### src/rtl/fft_magnitude_stream.sv
// FFT bin magnitude estimator (max + 3/8 min) feeding a 512-entry visualizer; `FFT_MAG_SMOOTH_EN adds per-bin smoothing.
// Latency 3 cycles (5 with FFT_MAG_SMOOTH_EN); no backpressure, exactly one output per accepted bin.
module fft_magnitude_stream (
    input  logic        clk,
    input  logic        rst_n,
    input  logic [15:0] i_fft_re,
    input  logic [15:0] i_fft_im,
    input  logic        i_fft_valid,
    input  logic        i_fft_sop,
    output logic [8:0]  o_fft_addr,
    output logic [23:0] o_fft_mag,
    output logic        o_fft_valid,
    output logic        o_frame_done,
    output logic        o_frame_err
);

    typedef enum logic {
        ST_IDLE = 1'b0,
        ST_RUN  = 1'b1
    } state_t;

    state_t      r_state;
    state_t      w_state_nxt;
    logic        w_accept;
    logic        w_err;
    logic [8:0]  r_cnt;
    logic [8:0]  w_bin;

    always_ff @(posedge clk) begin
        if (!rst_n) begin
            r_state <= ST_IDLE;
        end else begin
            r_state <= w_state_nxt;
        end
    end

    // RUN is sticky; only reset brings the block back to IDLE
    always_comb begin
        w_state_nxt = r_state;
        if (r_state == ST_IDLE && i_fft_valid && i_fft_sop) begin
            w_state_nxt = ST_RUN;
        end
    end

    always_comb begin
        w_accept = i_fft_valid && ((r_state == ST_RUN) || i_fft_sop);
        w_err    = i_fft_valid && i_fft_sop && (r_state == ST_RUN) && (r_cnt != 9'd0);
    end

    assign w_bin = i_fft_sop ? 9'd0 : r_cnt;

    always_ff @(posedge clk) begin
        if (!rst_n) begin
            r_cnt <= 9'd0;
        end else if (w_accept) begin
            r_cnt <= w_bin + 9'd1;
        end
    end

    // 17-bit absolute values so that |-32768| stays 32768
    logic [16:0] w_re_ext;
    logic [16:0] w_im_ext;
    logic [16:0] w_re_abs;
    logic [16:0] w_im_abs;

    assign w_re_ext = {i_fft_re[15], i_fft_re};
    assign w_im_ext = {i_fft_im[15], i_fft_im};
    assign w_re_abs = i_fft_re[15] ? (17'd0 - w_re_ext) : w_re_ext;
    assign w_im_abs = i_fft_im[15] ? (17'd0 - w_im_ext) : w_im_ext;

    logic        r_s1_vld;
    logic [8:0]  r_s1_addr;
    logic [16:0] r_s1_re_abs;
    logic [16:0] r_s1_im_abs;

    always_ff @(posedge clk) begin
        if (!rst_n) begin
            r_s1_vld    <= 1'b0;
            r_s1_addr   <= 9'd0;
            r_s1_re_abs <= 17'd0;
            r_s1_im_abs <= 17'd0;
        end else begin
            r_s1_vld    <= w_accept;
            r_s1_addr   <= w_bin;
            r_s1_re_abs <= w_re_abs;
            r_s1_im_abs <= w_im_abs;
        end
    end

    logic [16:0] w_max;
    logic [16:0] w_min;
    logic [16:0] w_mag;

    assign w_max = (r_s1_re_abs >= r_s1_im_abs) ? r_s1_re_abs : r_s1_im_abs;
    assign w_min = (r_s1_re_abs >= r_s1_im_abs) ? r_s1_im_abs : r_s1_re_abs;
    // Peak is 45056, so bit 16 of the sum is always zero
    assign w_mag = w_max + (w_min >> 2) + (w_min >> 3);

    logic        r_s2_vld;
    logic [8:0]  r_s2_addr;
    logic [16:0] r_s2_mag;

    always_ff @(posedge clk) begin
        if (!rst_n) begin
            r_s2_vld  <= 1'b0;
            r_s2_addr <= 9'd0;
            r_s2_mag  <= 17'd0;
        end else begin
            r_s2_vld  <= r_s1_vld;
            r_s2_addr <= r_s1_addr;
            r_s2_mag  <= w_mag;
        end
    end

    logic        w_out_vld;
    logic [8:0]  w_out_addr;
    logic [23:0] w_out_mag;

`ifdef FFT_MAG_SMOOTH_EN
    // Init tag rides with each sample: first frame after reset or restart seeds the accumulators
    logic        r_init;
    logic        w_init_tag;
    logic        r_s1_init;
    logic        r_s2_init;

    assign w_init_tag = r_init | w_err;

    always_ff @(posedge clk) begin
        if (!rst_n) begin
            r_init    <= 1'b1;
            r_s1_init <= 1'b0;
            r_s2_init <= 1'b0;
        end else begin
            if (w_accept) begin
                r_init <= (w_bin == 9'd511) ? 1'b0 : w_init_tag;
            end
            r_s1_init <= w_init_tag;
            r_s2_init <= r_s1_init;
        end
    end

    logic [23:0] r_ram [0:511];
    logic [23:0] r_sa_rd;
    logic        r_sa_vld;
    logic [8:0]  r_sa_addr;
    logic [16:0] r_sa_mag;
    logic        r_sa_init;
    logic        r_sb_vld;
    logic [8:0]  r_sb_addr;
    logic [23:0] r_sb_acc;
    logic [23:0] w_acc_old;
    logic [23:0] w_acc_new;
    logic        w_ram_we;

    // The only read-after-write hazard is the sample one stage ahead, which now sits in sB
    assign w_acc_old = (r_sb_vld && (r_sb_addr == r_sa_addr)) ? r_sb_acc : r_sa_rd;
    assign w_acc_new = r_sa_init ? {4'd0, r_sa_mag, 3'd0}
                                 : (w_acc_old - (w_acc_old >> 3) + {7'd0, r_sa_mag});
    assign w_ram_we  = rst_n && r_sa_vld;

    always_ff @(posedge clk) begin
        if (w_ram_we) begin
            r_ram[r_sa_addr] <= w_acc_new;
        end
        r_sa_rd <= r_ram[r_s2_addr];
    end

    always_ff @(posedge clk) begin
        if (!rst_n) begin
            r_sa_vld  <= 1'b0;
            r_sa_addr <= 9'd0;
            r_sa_mag  <= 17'd0;
            r_sa_init <= 1'b0;
            r_sb_vld  <= 1'b0;
            r_sb_addr <= 9'd0;
            r_sb_acc  <= 24'd0;
        end else begin
            r_sa_vld  <= r_s2_vld;
            r_sa_addr <= r_s2_addr;
            r_sa_mag  <= r_s2_mag;
            r_sa_init <= r_s2_init;
            r_sb_vld  <= r_sa_vld;
            r_sb_addr <= r_sa_addr;
            r_sb_acc  <= w_acc_new;
        end
    end

    assign w_out_vld  = r_sb_vld;
    assign w_out_addr = r_sb_addr;
    assign w_out_mag  = r_sb_acc;
`else
    assign w_out_vld  = r_s2_vld;
    assign w_out_addr = r_s2_addr;
    assign w_out_mag  = {7'd0, r_s2_mag};
`endif

    always_ff @(posedge clk) begin
        if (!rst_n) begin
            o_fft_valid  <= 1'b0;
            o_fft_addr   <= 9'd0;
            o_fft_mag    <= 24'd0;
            o_frame_done <= 1'b0;
            o_frame_err  <= 1'b0;
        end else begin
            o_fft_valid  <= w_out_vld;
            o_fft_addr   <= w_out_addr;
            o_fft_mag    <= w_out_mag;
            o_frame_done <= w_out_vld && (w_out_addr == 9'd511);
            o_frame_err  <= w_err;
        end
    end

endmodule

### config.mk
export PLATFORM = sky130hd
export DESIGN_NAME = fft_magnitude_stream
export DESIGN_NICKNAME = d
export VERILOG_FILES = /design/src/rtl/fft_magnitude_stream.sv
export SDC_FILE = /design/constraint.sdc
export NUM_CORES = 1
export LEC_CHECK = 0
export ABC_AREA = 0
export CORE_UTILIZATION = 47
export DETAILED_ROUTE_END_ITERATION = 10
export DONT_BUFFER_PORTS = 1
export GPL_TIMING_DRIVEN = 0
export PLACE_DENSITY = 0.72
export SKIP_CTS_REPAIR_TIMING = 1
export SYNTH_ARGS = -nofsm -noshare
export SYNTH_HDL_FRONTEND = slang
export SYNTH_SLANG_ARGS = --single-unit
### constraint.sdc
create_clock -name clk -period 11.5 [get_ports clk]
set_clock_uncertainty 0.05 [all_clocks]
set_input_delay 1.725 -clock clk [delete_from_list [all_inputs] [get_ports clk]]
set_output_delay 1.725 -clock clk [all_outputs]
set_load 0.03 [all_outputs]
==> impl_metrics.py <==
metrics = {
    "status": {
        "status": "complete, no violations",
    },
    "die": {
        "rows": 39,
        "initial_core_util_pct": 48.60,
        "fp.dieW_um": 110.9,
        "dieArea_um2": 12300,
        "pin_count": 72,
        "core_um2": 11470,
        "die_y_um": 110.9,
    },
    "worst_setup_path": {
        "crit_path_max_fanout": 10,
        "r2r-end": "r_s2_mag[15]$_SDFF_PN0_",
        "crit_arrival_ns": 5.52,
        "cp_top_family": "compound AO/OA/AOI/OAI gates",
        "cp_data_required_time_ns": 11.72,
        "regToRegSetupSlack_ns": 6.20,
        "crit_path_start_kind": "flip-flop",
        "crit_chain": "inv_1, ha_1, a21o_1, a31oi_1, o211ai_1, a2111oi_4, clkbuf_1, o21ai_0, fa_1, fa_1, a21oi_1, o21ai_0, a21oi_1, o21ai_0, a221oi_1, mux2i_1",
        "cpPeakStageDelay_ns": 0.73,
        "r2r_start": "r_s1_im_abs[2]$_SDFF_PN0_",
        "worstSetupEndpointType": "flip-flop",
        "crit_buf_inv": 2,
        "path_class": "flip-flop to flip-flop",
        "reg2reg_depth": 16,
        "crit_top_cell": "o21ai_0",
        "crit_slowest_cell": "a2111oi_4",
    },
    "synth": {
        "synth.cells.most_frequent": "dfxtp_1 (110), nor2_1 (62), and2_1 (49)",
        "synth.cell_area_um2": 5573,
        "yosysWarnings": 0,
        "synth-seq-cells": 110,
        "synthFlopType": "dfxtp_1",
        "synth_edf_count": 0,
        "synthArstFlopShare_pct": 0,
        "synth.top_cells.by_area": "dfxtp_1 (40%), ha_1 (8.5%), and2_1 (5.5%)",
        "synth_area_per_cell_um2": 9.211,
        "synth_top_cell_area_share_pct": 39.52,
        "synthCells": 605,
        "synth_top_cell_by_area": "dfxtp_1",
        "synth_cell_types": 54,
        "yosysMostFrequentCell": "dfxtp_1",
        "synth-seq-area-share_pct": 39.52,
    },
    "cts": {
        "cts-root-buf": "clkbuf_16",
        "clock_latency_ns": 0.35,
        "clock_sinks": 110,
        "path_clk_slew_ns": 0.07,
        "htreeDepth": 3,
        "cts_buffer_depth": 2,
        "cts_tree": "yes",
        "numCtsBuffers": 9,
    },
    "min_path": {
        "hold_depth": 1,
        "min_path_type": "flip-flop to flip-flop",
        "hold_end": "r_s2_addr[5]$_SDFF_PN0_",
        "hold_start": "r_s1_addr[5]$_SDFF_PN0_",
    },
    "timing": {
        "max-slew-margin-rel_pct": 53.86,
        "hold_viol": 0,
        "setup_viol": 0,
        "final.setup.tns_ns": 0,
        "rsz0062_at_grt": "false",
        "final_max_slew_viol_count": 0,
        "worst_slew_pin_slew_ns": 0.6921,
        "layout_min_cycle_time_ns": 5.298,
        "period_share_pct": 46.07,
        "clock.fmax_ghz": 0.1888,
    },
    "power_and_ir_drop": {
        "ir_drop_v": 0.0001001,
        "power.leakage_nw": 2.663,
        "power.density_nw_per_um2": 170.9,
        "p_total_mw": 1.036,
    },
    "placed_design": {
        "hpwlAfterDp_um": 8703,
        "place_congestion": 0.9014,
        "io_buffer_count": 0,
    },
    "final_layout": {
        "nFillCells": 1045,
        "nets": 711,
        "layout-drive-gt1-share_pct": 6.836,
        "utilization_pct": 52.89,
        "antenna_cells": 0,
        "multi_input_area_um2": 3131,
        "regArea_um2": 2202,
        "area_growth_syn_to_layout_pct": 8.824,
    },
    "route": {
        "top_layer_used": "met4",
        "drc": 0,
        "wl_met1_um": 5159,
        "met3_length_um": 584,
        "route.antenna.remaining_nets": 0,
        "route.vias.total": 4087,
        "via_per_inst": 5.294,
        "drt_wl_total_um": 11020,
        "post_drt_wl_per_cell_um": 14.27,
        "drtIter0Drc": 259,
        "drt_first_pass_iters": 5,
        "route.met2.wl_um": 5035,
    },
    "global_route": {
        "antenna_found_initial": 0,
        "grt_usage_pct": 18.59,
        "grt_pass1_wl_um": 18550,
        "gr-total-overflow": 0,
        "grt_pass1_vias": 3982,
        "grt_start_max_net_pins": 20,
    },
    "job": {
        "cap_viol_max_count": 0,
    },
}
==> worst reg2reg max path, cell delays in order, from the launching register on <==
cell and delay (ns):
dfxtp_1 0.34, inv_1 0.06, ha_1 0.29, a21o_1 0.18, a31oi_1 0.20, o211ai_1 0.19
a2111oi_4 0.73, clkbuf_1 0.41, o21ai_0 0.30, fa_1 0.59, fa_1 0.48, a21oi_1 0.21
o21ai_0 0.12, a21oi_1 0.31, o21ai_0 0.17, a221oi_1 0.37, mux2i_1 0.24
==> power by group <==
group	leakage (nW)	internal [mW]	switching, mW	total [mW]
logic	1.62	0.121	0.159	0.280
clock network	0.136	0.151	0.138	0.288
registers	0.903	0.427	0.0415	0.468
==> layer usage <==
| layer | vias up | GRT usage, % |
|---|---|---|
| met5 | - | 0 |
| met3 | 18 | 3.663 |
| met4 | 0 | 8.356 |
| met2 | 126 | 29.81 |
| met1 | 1855 | 24.17 |
| li1 | 2088 | - |
==> through the flow <==
| step | instance area [um2] | hold slack, ns | cells | setup WS (ns) |
|---|---|---|---|---|
| floorplan | 5603 | 0.3619 | 613 | 6.984 |
| global placement | 5782 | 0.3678 | 756 | 6.310 |
| detailed placement | 5782 | 0.3689 | 756 | 6.242 |
| CTS | 6065 | 0.3880 | 772 | 6.242 |
| global route | 6065 | 0.3876 | 772 | 5.894 |
| finish | 6065 | 0.3837 | 772 | 6.202 |
==> final cells by class <==
cell class	count	share of cell area, %
multi-input cells	441	51.62
flip-flops and latches	110	36.31
clock buffers	10	3.776
well taps	143	2.950
plain buffers	29	2.414
inverters	33	2.043
clock inverters	6	0.8871
==> layout by cell type (no fill, tap or decap), types with 10 or more instances in the layout <==
master / n
a21o_1: 16
a21oi_1: 24
and2_1: 49
clkbuf_1: 15
dfxtp_1: 110
fa_1: 13
ha_1: 38
inv_1: 32
mux2_2: 12
mux2i_1: 11
nand2_1: 38
nand3_1: 14
nor2_1: 62
nor3_1: 15
o21ai_0: 25
o31ai_1: 11
xnor2_1: 10
xor2_1: 29
==> registers in the layout (all words and copies together), names as in the netlist, 9 cells and up <==
signal	flops
r_s1_re_abs	17
r_s1_addr	9
r_s2_mag	17
r_s1_im_abs	17
o_fft_addr	9
o_fft_mag	17
r_s2_addr	9
r_cnt	9
==> how the worst max path moves through the flow <==
stage	start	to	slack, ns	cells past startpoint
floorplan	r_s1_im_abs[7]$_SDFF_PN0_	r_s2_mag[15]$_SDFF_PN0_	6.98	16
global placement	r_s1_im_abs[7]$_SDFF_PN0_	r_s2_mag[15]$_SDFF_PN0_	6.31	16
detailed placement	r_s1_im_abs[7]$_SDFF_PN0_	r_s2_mag[15]$_SDFF_PN0_	6.24	16
CTS	r_s1_im_abs[7]$_SDFF_PN0_	r_s2_mag[15]$_SDFF_PN0_	6.24	16
global route	r_s1_im_abs[7]$_SDFF_PN0_	r_s2_mag[15]$_SDFF_PN0_	5.89	16
finish	r_s1_im_abs[2]$_SDFF_PN0_	r_s2_mag[15]$_SDFF_PN0_	6.20	16
==> cell families (layout without fill, tap and decap cells) <==
logic type	Yosys count	after routing	synth area share, %
XOR/XNOR	39	39	6.129
multiplexers	23	23	4.401
flip-flops	110	110	39.52
buffers and inverters	62	78	4.849
AO/OA/AOI/OAI	100	100	11.79
other	1	9	0.06729
adder cells (fa/ha/maj)	51	51	13.20
AND/OR/NAND/NOR	219	219	20.05
(Power assumes the default switching activity.)
